[src/rtl/ps2_rx_fifo.sv]
// PS/2 device-to-host receiver: synchronise, frame 11-bit packets, check start/parity/stop/timeout, buffer good bytes.
// Raw falling edge to fall strobe is SYNC_STAGES+1 cycles; push lands one cycle later. No backpressure: bytes arriving while full are dropped.
module ps2_rx_fifo #(
  parameter int FIFO_DEPTH  = 8,
  parameter int SYNC_STAGES = 2,
  parameter int TIMEOUT_CYC = 5000
) (
  input  logic                              clk,
  input  logic                              rst,
  input  logic                              ps2_clk,
  input  logic                              ps2_data,
  input  logic                              rd_en,
  output logic [7:0]                        rd_data,
  output logic                              empty,
  output logic                              full,
  output logic [$clog2(FIFO_DEPTH+1)-1:0]   count,
  output logic                              parity_err,
  output logic                              frame_err,
  output logic                              overflow
);

  localparam int AW = $clog2(FIFO_DEPTH);
  localparam int CW = $clog2(FIFO_DEPTH+1);
  localparam int TW = $clog2(TIMEOUT_CYC+1);

  localparam logic [1:0] S_IDLE   = 2'd0;
  localparam logic [1:0] S_DATA   = 2'd1;
  localparam logic [1:0] S_PARITY = 2'd2;
  localparam logic [1:0] S_STOP   = 2'd3;

  logic [SYNC_STAGES-1:0] clk_sync;
  logic [SYNC_STAGES-1:0] dat_sync;
  logic                   clk_prev;
  logic                   fall_q;
  logic                   bit_q;

  logic [1:0]    state;
  logic [2:0]    bit_cnt;
  logic [7:0]    shreg;
  logic          par_bit;
  logic [TW-1:0] to_cnt;

  logic [7:0]    mem [FIFO_DEPTH];
  logic [AW-1:0] wr_ptr;
  logic [AW-1:0] rd_ptr;

  logic stop_fall;
  logic frame_good;
  logic push;
  logic pop;
  logic timeout;

  // Sync flops reset high so releasing reset never looks like a falling edge.
  always_ff @(posedge clk or negedge rst) begin
    if (!rst) begin
      clk_sync <= '1;
      dat_sync <= '1;
      clk_prev <= 1'b1;
      fall_q   <= 1'b0;
      bit_q    <= 1'b1;
    end else begin
      clk_sync <= {clk_sync[SYNC_STAGES-2:0], ps2_clk};
      dat_sync <= {dat_sync[SYNC_STAGES-2:0], ps2_data};
      clk_prev <= clk_sync[SYNC_STAGES-1];
      fall_q   <= clk_prev & ~clk_sync[SYNC_STAGES-1];
      bit_q    <= dat_sync[SYNC_STAGES-1];
    end
  end

  assign stop_fall  = fall_q && (state == S_STOP);
  assign frame_good = bit_q && ((^shreg) ^ par_bit);
  assign pop        = rd_en && !empty;
  assign push       = stop_fall && frame_good && (!full || pop);
  assign timeout    = (state != S_IDLE) && !fall_q && (to_cnt == TW'(TIMEOUT_CYC));

  always_ff @(posedge clk or negedge rst) begin
    if (!rst) begin
      state      <= S_IDLE;
      bit_cnt    <= 3'd0;
      shreg      <= 8'd0;
      par_bit    <= 1'b0;
      to_cnt     <= '0;
      parity_err <= 1'b0;
      frame_err  <= 1'b0;
      overflow   <= 1'b0;
    end else begin
      parity_err <= 1'b0;
      frame_err  <= 1'b0;
      overflow   <= 1'b0;
      if (timeout) begin
        state     <= S_IDLE;
        to_cnt    <= '0;
        frame_err <= 1'b1;
      end else if (fall_q) begin
        to_cnt <= '0;
        case (state)
          S_IDLE: begin
            if (!bit_q) begin
              state   <= S_DATA;
              bit_cnt <= 3'd0;
            end
          end
          S_DATA: begin
            shreg[bit_cnt] <= bit_q;
            bit_cnt        <= bit_cnt + 3'd1;
            if (bit_cnt == 3'd7) state <= S_PARITY;
          end
          S_PARITY: begin
            par_bit <= bit_q;
            state   <= S_STOP;
          end
          default: begin
            state <= S_IDLE;
            // Stop-bit failure outranks parity failure.
            if (!bit_q)                      frame_err  <= 1'b1;
            else if (!((^shreg) ^ par_bit))  parity_err <= 1'b1;
            else if (full && !pop)           overflow   <= 1'b1;
          end
        endcase
      end else if (state == S_IDLE) begin
        to_cnt <= '0;
      end else begin
        to_cnt <= to_cnt + TW'(1);
      end
    end
  end

  always_ff @(posedge clk) begin
    if (push) mem[wr_ptr] <= shreg;
  end

  always_ff @(posedge clk or negedge rst) begin
    if (!rst) begin
      wr_ptr <= '0;
      rd_ptr <= '0;
      count  <= '0;
    end else begin
      if (push) wr_ptr <= wr_ptr + AW'(1);
      if (pop)  rd_ptr <= rd_ptr + AW'(1);
      case ({push, pop})
        2'b10:   count <= count + CW'(1);
        2'b01:   count <= count - CW'(1);
        default: count <= count;
      endcase
    end
  end

  assign empty   = (count == '0);
  assign full    = (count == CW'(FIFO_DEPTH));
  assign rd_data = empty ? 8'd0 : mem[rd_ptr];

endmodule

[config.mk]
export PLATFORM = sky130hd
export DESIGN_NAME = ps2_rx_fifo
export DESIGN_NICKNAME = d
export VERILOG_FILES = /design/src/rtl/ps2_rx_fifo.sv
export SDC_FILE = /design/constraint.sdc
export NUM_CORES = 1
export LEC_CHECK = 0
export ABC_AREA = 1
export BUFFER_PORTS_ARGS = -buffer_cell sky130_fd_sc_hd__clkbuf_2
export CAP_MARGIN = 0
export CORE_MARGIN = 2
export CORE_UTILIZATION = 50
export DETAILED_ROUTE_END_ITERATION = 8
export PLACE_DENSITY_LB_ADDON = 0.08
export SLEW_MARGIN = 20
export SYNTH_ARGS = -nofsm -noshare
export SYNTH_HDL_FRONTEND = slang
export SYNTH_SLANG_ARGS = --single-unit
[constraint.sdc]
create_clock -name clk -period 4.05 [get_ports clk]
set_clock_uncertainty 0.2 [all_clocks]
set_input_delay 0.6075 -clock clk [delete_from_list [all_inputs] [get_ports clk]]
set_output_delay 0.6075 -clock clk [all_outputs]
set_load 0.01 [all_outputs]
==> results of run 1 <==
-- worst max-delay path by stage --
| stage | start | endpoint | slack (ns) | depth (start not counted) |
|---|---|---|---|---|
| 6_report | rd_ptr[0] | rd_data[0] | 1.01 | 6 |
| 5_1_grt | rd_ptr[0] | rd_data[7] | 0.78 | 6 |
| 2_1_floorplan | shreg[0] | mem[4][0] | 1.41 | 12 |
| 3_3_place_gp | shreg[4] | mem[6][4] | 1.32 | 10 |
| 3_5_place_dp | shreg[4] | mem[6][5] | 1.23 | 10 |
| 4_1_cts | rd_ptr[0] | rd_data[0] | 0.95 | 6 |
-- final cells by class --
cell class | instances | area, sq um
clock buffers | 12 | 155.1
clock inverters | 4 | 75.07
fillers | 856 | 4232
inverters | 49 | 183.9
multi-input cells | 300 | 1677
flip-flops and latches | 111 | 3105
well taps | 133 | 166.4
repair buffers | 31 | 180.2
-- placed cells by master (no fill, tap or decap), types with 9 or more instances in the layout --
cell type   n
a21oi_1    14
edfxtp_1   64
clkbuf_2   21
nand3_1    11
inv_1      43
buf_4      10
o22ai_1     9
nand2_2     9
dfrtp_1    41
nor2_1     71
nand2_1    54
a31oi_1    18
o21ai_0    47
ha_1       13
clkbuf_8   11
-- sequential cells by signal, summed over array words and instances, names as in the netlist, 3 cells and up --
| register | count |
|---|---|
| to_cnt | 13 |
| count | 4 |
| bit_cnt | 3 |
| rd_ptr | 3 |
| wr_ptr | 3 |
| mem | 64 |
| shreg | 8 |
-- stage by stage --
step	hold slack, ns	setup slack, ns
after global routing	0.08809	0.7806
final	0.1004	1.005
after CTS	0.08884	0.9451
after floorplan	0.1119	1.407
after detailed placement	0.1473	1.232
after global placement	0.1457	1.321
-- report_power, final --
part           switching (W)  internal, W
clock               0.000359     0.000385
combinational       0.000800     0.000430
sequential          0.000154      0.00135
-- kinds of logic (layout without fill, tap and decap cells) --
group | Yosys count | count (layout) | share of synthesized area, %
xor gates and xnor gates | 7 | 7 | 1.223
DFF | 111 | 111 | 61.94
and+or+nand+nor | 187 | 187 | 18.37
adders and majority gates | 14 | 14 | 3.644
buffers and inverters | 61 | 96 | 4.816
AOI/OAI and AO/OA | 92 | 92 | 10.01
-- synth_stat cells, drive strengths merged --
| master | number |
|---|---|
| a211oi | 2 |
| nand3b | 3 |
| clkbuf | 9 |
| nor3 | 8 |
| nand3 | 16 |
| nor4 | 8 |
| o22ai | 9 |
| fa | 1 |
| dfrtp | 41 |
| o21ai | 48 |
| nand4 | 7 |
| buf | 3 |
| nor3b | 5 |
| xnor2 | 2 |
| dfstp | 6 |
| nand2 | 65 |
| clkinv | 2 |
| a21oi | 14 |
| nor2 | 75 |
| a31oi | 18 |
| xor2 | 5 |
| o21a | 1 |
| ha | 13 |
| edfxtp | 64 |
| inv | 47 |
-- worst max-delay path, stage by stage, from the launching register on --
cell	delay, ns
dfrtp_1	0.39
inv_1	0.62
o21ai_0	0.17
o22ai_1	0.13
o21ai_0	0.12
a31oi_1	0.26
clkbuf_2	0.18
-- per-layer routing --
| layer | vias to the layer above | track usage (%) |
|---|---|---|
| met5 | - | 0 |
| met4 | 0 | 8.977 |
| met3 | 17 | 2.506 |
| met2 | 61 | 33.22 |
| met1 | 1646 | 24.56 |
| li1 | 1686 | - |
==> flow_summary_export.csv, run 1 <==
group,metric,value,unit
yosys,synth_nets,491,
status,status,"complete, no violations",
layout,final_util,56.71,%
floorplanning,row_count,36,
sta,hold_viol_final,0,
critical_path,crit_path_end_kind,"primary output",
critical_path,crit_required,3.24,ns
yosys,synthCells,472,
place,dp.cells,624,
grt,overflow,0,
pwr,power,0.003475,W
layout,layout.nets,521,
yosys,synth.distinct_cells,37,
clock_network,cts_tree,"yes",
drt,avgRoutedWirePerCell,15.36,microns
floorplanning,core,0.009774,sq mm
place,place_area,0.005313,sq mm
drt,drt-met1-wl,4368,microns
drt,drc,0,
job,maxCapViolations,0,
critical_path,rr_endpoint,"mem[6][6]",
floorplanning,die_h,104.1,microns
layout,drive_gt1_share,16.17,%
grt,grt_max_degree,35,
clock_network,cts_repair_resize_count,0,
critical_path,r2r_cells,10,
floorplanning,io_pins,22,
critical_path,path_class,"reg -> out",
critical_path,cp_max_fo,32,
clock_network,cts_setup_buffers,0,
layout,stdcell_area,0.005543,sq mm
drt,drt_iter0_markers,150,
clock_network,clk_pin_slew,0.10,ns
clock_network,numCtsBuffers,9,
critical_path,r2r_slack,1.26,ns
pwr,powerDensity,626.9,mW/mm^2
sta,grt_setup_unrepaired,"no",
yosys,synth-seq-area-share,61.94,%
grt,first_global_vias,3273,
floorplanning,die_w,104.1,microns
yosys,yosys.area.top_type_share,38.33,%
drt,vias_per_cell,5.328,
sta,worst_slew_pin_slew,0.8887,ns
sta,clock.fmax,328.5,MHz
drt,wl_met2,4914,microns
yosys,syn_area,0.005014,sq mm
yosys,yosysTopAreaCell,"edfxtp_1",
place,gp_congestion,0.7986,
grt,grt_pass1_wl,16330,microns
drt,routed_wl,9829,microns
sta,fin_crit_sh,75.18,%
sta,max-slew-margin-rel,40.43,%
floorplanning,dieArea,0.01084,sq mm
clock_network,clkLatencyLatePin,0.37,ns
worst_hold_path,min_path_type,"in -> async",
drt,highest_layer,"met4",
layout,syn_to_final_growth,10.56,%
clock_network,cts_hold_buf,0,
drt,dr_wl_met3,333,microns
layout,final_cells,640,
critical_path,reg2reg_from,"shreg[4]",
drt,dr.pass1.iters,6,
floorplanning,initial_core_util,51.29,%
yosys,syn_area_per_cell,10.62,sq um
clock_network,htree_num_levels,3,
pwr,power.leakage,2.289,nW
clock_network,clockRootBuffer,"clkbuf_8",
clock_network,cts_sinks,111,
layout,antenna_cells,0,
yosys,synthTopCellsByArea,"edfxtp_1 (38%), dfrtp_1 (20%), nor2_1 (5.3%)",
drt,vias,3410,
drt,postRouteAntennaNets,0,
sta,setup_viol,0,
place,port_buffers,21,
place,hpwl,6564,microns
clock_network,clk_path_buf_depth,2,
grt,grt_usage,19.38,%
sta,fin_crit,3.045,ns
grt,antenna_found_initial,0,
sta,fin_tns_setup,0,ns
pwr,ir_drop,0.0003886,V
yosys,ys.warnings.count,0,
critical_path,start_kind,"register",
sta,finalMaxSlewViolations,0,
yosys,synth-seq-cells,111,
critical_path,arrival,2.24,ns
No activity file was read; power rests on OpenSTA's default activity.
==> run 2, diff against run 1 <==
==> constraint.sdc (replaced) <==
create_clock -name clk -period 2.8 [get_ports clk]
set_clock_uncertainty 0.2 [all_clocks]
set_input_delay 0.42 -clock clk [delete_from_list [all_inputs] [get_ports clk]]
set_output_delay 0.42 -clock clk [all_outputs]
set_load 0.01 [all_outputs]
==> run 2 against run 1 <==
Compared with the run above: via count down 1.2%; largest cell class unchanged; total power up 43%; count of clock-buffer cells in the layout down 3; non-clock buffer count up 14; critical endpoint unchanged; setup slack worse by 0.77 ns; first-iteration DRC count up 46%; highest routed layer unchanged; design area up 1.4%.
==> flow_summary_export.csv, run 2 (synthesis results as in run 1) <==
group,metric,value,unit
sta,hold_viol_final,0,
clock_network,clk_pin_slew,0.10,ns
grt,first_global_vias,3346,
layout,antenna_cells,0,
drt,vias,3370,
critical_path,rr_endpoint,"count[3]",
clock_network,clkLatencyLatePin,0.36,ns
worst_hold_path,min_to,"dat_sync[1]",
critical_path,arrival,1.95,ns
critical_path,r2r_cells,17,
grt,grt_pass1_wl,16480,microns
layout,nFillCells,870,
critical_path,start_kind,"register",
job,maxCapViolations,0,
drt,avgRoutedWirePerCell,14.84,microns
grt,grt.busiest_layer,"met2",
floorplanning,die_w,104.1,microns
place,place_area,0.005385,sq mm
floorplanning,io_pins,22,
grt,grt_max_degree,48,
grt,grt_usage,19.28,%
layout,final_cell_mix,"nor2_1 (71), edfxtp_1 (64), nand2_1 (54)",
layout,ff_latch_area,0.003110,sq mm
sta,holdWs,0.1611,ns
place,hpwl,6599,microns
drt,drc,0,
worst_hold_path,min_path_cells,0,
critical_path,path_class,"reg -> out",
grt,grt_use_met2,33.74,%
clock_network,clk_path_buf_depth,2,
layout,multi_input_area,0.001672,sq mm
worst_hold_path,min_path_type,"reg -> reg",
layout,drive_gt1_share,18.23,%
status,status,"complete, no violations",
drt,drt_iter0_markers,219,
floorplanning,core,0.009774,sq mm
pwr,power.leakage,2.324,nW
grt,overflow,0,
drt,routed_wl,9705,microns
drt,vias_per_cell,5.153,
layout,stdcell_area,0.005622,sq mm
floorplanning,initial_core_util,51.29,%
sta,fin_crit,2.566,ns
critical_path,r2r_slack,0.28,ns
sta,finalMaxSlewViolations,0,
place,dp_slack,0.2156,ns
sta,setup_viol,0,
critical_path,reg2reg_from,"shreg[2]",
pwr,ir_drop,0.0003764,V
critical_path,crit_required,2.18,ns
floorplanning,die_h,104.1,microns
layout,regMostFlops,"mem",
drt,dr.pass1.iters,4,
layout,layout.nets,535,
worst_hold_path,hp-start,"dat_sync[0]",
place,gp_congestion,0.8006,
sta,grt_setup_unrepaired,"no",
layout,reg_top3,"mem: 64 flops, to_cnt: 13 flops, shreg: 8 flops",
clock_network,cts_tree,"yes",
clock_network,htree_num_levels,3,
pwr,power,0.004961,W
grt,antenna_found_initial,0,
sta,fin_crit_sh,91.65,%
layout,layout_commonest_cell,"nor2_1",
floorplanning,row_count,36,
sta,max-slew-margin-rel,60.43,%
clock_network,cts_sinks,111,
grt,grtUsageMet3,2.444,%
place,port_buffers,21,
layout,largest_register_ffs,64,
critical_path,cp_max_fo,12,
clock_network,numCtsBuffers,9,
critical_path,cp-startpoint,"rd_ptr[1]",
floorplanning,dieArea,0.01084,sq mm
sta,fin_tns_setup,0,ns
critical_path,crit_path_end_kind,"primary output",
pwr,powerDensity,882.4,mW/mm^2
grt,grt_use_met1,24.68,%
drt,postRouteAntennaNets,0,
sta,setup_slack,0.2338,ns
clock_network,cts_setup_buffers,0,
layout,syn_to_final_growth,12.13,%
sta,clock.fmax,389.7,MHz
sta,worst_slew_pin_slew,0.5936,ns
clock_network,clockRootBuffer,"clkbuf_8",
[run 2: repair_timing]
action                                  in CTS  in global routing
endpoints found under the hold margin       43                  0
endpoints found under the setup margin       0                  1
hold buffers                                 3                  0
gates resized for setup                      0                  5
[run 2: worst max-delay path: stages (launching register included)]
cell	delay (ns)
dfrtp_1	0.38
inv_1	0.33
buf_4	0.23
o21ai_0	0.08
o22ai_1	0.11
o21ai_0	0.09
a31oi_1	0.20
clkbuf_2	0.16
[run 2: layout make-up]
class                      instances  area share (%)
timing repair buffer              45           5.208
clock inverter                     7           1.291
multi-input combinational        300           29.74
sequential                       111           55.33
tap                              133           2.960
inverter                          49           3.272
clock buffer                       9           2.203
[run 2: stage by stage]
step	std cells	util (%)
2_1_floorplan	472	-
3_3_place_gp	635	55.09
3_5_place_dp	635	55.09
4_1_cts	654	57.41
5_1_grt	654	57.51
6_report	654	57.51
[run 2: how the worst max path moves through the flow]
stage	to	slack, ns
floorplan	mem[4][0]	0.16
global placement	count[3]	0.28
detailed placement	count[3]	0.22
CTS	rd_data[0]	0.16
global route	count[3]	0.03
finish	rd_data[0]	0.23
[run 2: per-layer routing]
layer / vias to the layer above / part of all wire, %
li1: 1710 / -
met1: 1606 / 45
met2: 44 / 51
met3: 10 / 2.5
met4: 0 / 1.3
met5: - / 0
[run 2: report_power, final]
group          total [W]  internal, W  switching, W
combinational    0.00188     0.000690       0.00119
clock           0.000946     0.000416      0.000531
sequential       0.00213      0.00195      0.000182
==> run 3, diff against run 2 <==
--- a/config.mk
+++ b/config.mk
@@ -11,6 +11,7 @@
 export CORE_MARGIN = 2
 export CORE_UTILIZATION = 50
 export DETAILED_ROUTE_END_ITERATION = 8
+export MAX_ROUTING_LAYER = met4
 export PLACE_DENSITY_LB_ADDON = 0.08
 export SLEW_MARGIN = 20
 export SYNTH_ARGS = -nofsm -noshare
==> run 3 against run 2 <==
Compared with the run above: global-route usage increased by 0.61 points; worst hold slack about the same; critical path type unchanged; sequential share of layout area unchanged; final cell count unchanged; combinational power about the same; fmax decreased by 0.11%; count of clock-buffer cells in the layout unchanged; clock power about the same; core utilization unchanged; sequential power about the same.
==> flow_summary_export.csv, run 3 (synthesis results as in run 1) <==
group,metric,value,unit
sta,fin_tns_setup,0,ns
floorplanning,io_pins,22,
layout,antenna_cells,0,
sta,finalMaxSlewViolations,0,
critical_path,crit_path_end_kind,"primary output",
layout,layout_commonest_cell,"nor2_1",
sta,max-slew-margin-rel,60.63,%
sta,fin_crit_sh,91.75,%
place,gp_congestion,0.8121,
sta,fin_crit,2.569,ns
drt,avgRoutedWirePerCell,14.85,microns
critical_path,cp_top_family,"buffers and inverters",
layout,final_cells,654,
layout,largest_register_ffs,64,
clock_network,cts_setup_buffers,0,
clock_network,clockRootBuffer,"clkbuf_8",
place,place_area,0.005385,sq mm
pwr,powerDensity,882.1,mW/mm^2
sta,clock.fmax,389.3,MHz
clock_network,clk_path_buf_depth,2,
drt,postRouteAntennaNets,0,
drt,dr.pass1.iters,4,
grt,overflow,0,
sta,setup_slack,0.2311,ns
layout,final_cell_mix,"nor2_1 (71), edfxtp_1 (64), nand2_1 (54)",
critical_path,crit_required,2.18,ns
sta,grt_setup_unrepaired,"no",
critical_path,r2r_slack,0.28,ns
job,maxCapViolations,0,
floorplanning,dieArea,0.01084,sq mm
critical_path,crit_slowest_cell,"dfrtp_1",
grt,first_global_vias,3344,
critical_path,arrival,1.95,ns
place,hpwl,6599,microns
pwr,ir_drop,0.0003757,V
status,status,"complete, no violations",
layout,stdcell_area,0.005622,sq mm
sta,worst_slew_pin_slew,0.5906,ns
clock_network,clk_pin_slew,0.10,ns
clock_network,clkLatencyLatePin,0.36,ns
drt,routed_wl,9715,microns
critical_path,cp_max_fo,12,
clock_network,htree_num_levels,3,
clock_network,cts_sinks,111,
pwr,power.leakage,2.324,nW
drt,vias_per_cell,5.211,
layout,reg_top3,"mem: 64 flops, to_cnt: 13 flops, shreg: 8 flops",
place,dp.cells,635,
floorplanning,row_count,36,
layout,nFillCells,870,
pwr,power,0.004959,W
drt,drt_iter0_markers,214,
layout,syn_to_final_growth,12.13,%
grt,antenna_found_initial,0,
critical_path,start_kind,"register",
layout,regMostFlops,"mem",
critical_path,cpPeakStageDelay,0.38,ns
critical_path,cp_cell_sequence,"inv_1 -> buf_4 -> o21ai_0 -> o22ai_1 -> o21ai_0 -> a31oi_1 -> clkbuf_2",
drt,drc,0,
critical_path,worst-path-buf-inv,3,
clock_network,cts_tree,"yes",
grt,grt_usage,19.89,%
sta,hold_viol_final,0,
grt,grt_pass1_wl,16530,microns
critical_path,cp_common_cell,"o21ai_0",
floorplanning,die_w,104.1,microns
layout,drive_gt1_share,18.23,%
sta,setup_viol,0,
clock_network,numCtsBuffers,9,
floorplanning,initial_core_util,51.29,%
worst_hold_path,min_path_type,"reg -> reg",
floorplanning,core,0.009774,sq mm
place,port_buffers,21,
drt,vias,3408,
place,dp_slack,0.2156,ns
floorplanning,die_h,104.1,microns
layout,layout.nets,535,
grt,grt_max_degree,48,
critical_path,path_class,"reg -> out",
-- run 3: stage by stage --
step                hold slack (ns)  util, %
floorplan                  -0.07559        -
global placement             0.1467    55.09
detailed placement           0.1485    55.09
CTS                          0.1637    57.41
global route                 0.1698    57.51
finish                       0.1611    57.51
-- run 3: area by class of cell --
| cell class | instances | area (sq um) | area share [%] |
|---|---|---|---|
| Timing Repair Buffer | 45 | 292.8 | 5.208 |
| Tap cell | 133 | 166.4 | 2.960 |
| Inverter | 49 | 183.9 | 3.272 |
| Clock buffer | 9 | 123.9 | 2.203 |
| Sequential cell | 111 | 3110 | 55.33 |
| Clock inverter | 7 | 72.57 | 1.291 |
| Multi-Input combinational cell | 300 | 1672 | 29.74 |
-- run 3: power by group --
part,internal [W],total (W),switching (W)
Combinational,0.000690,0.00188,0.00119
Sequential,0.00195,0.00213,0.000183
Clock,0.000416,0.000945,0.000529
-- run 3: worst paths after layout --
| kind | start | to | cells after the start |
|---|---|---|---|
| min in group asynchronous | rst | shreg[0] | 3 |
| worst max register to register | shreg[3] | count[3] | 17 |
| max in group asynchronous | rst | shreg[2] | 3 |
| worst min register to register | dat_sync[0] | dat_sync[1] | 0 |
| worst min-delay path | dat_sync[0] | dat_sync[1] | 0 |
| worst max-delay path | rd_ptr[1] | rd_data[0] | 7 |
-- run 3: layer usage --
metal	vias to the layer above	track usage, %	part of all wire (%)	routed length, microns
li1	1708	-	-	-
met1	1629	24.80	44	4293
met2	57	33.74	52	5023
met3	14	2.444	2.6	257
met4	0	6.950	1.4	140
met5	-	-	0	0
-- run 3: repair_timing --
item,in CTS,in global routing
resized for setup,0,5
hold buffers,3,0
endpoints found under the hold margin,43,0
endpoints found under the setup margin,0,1
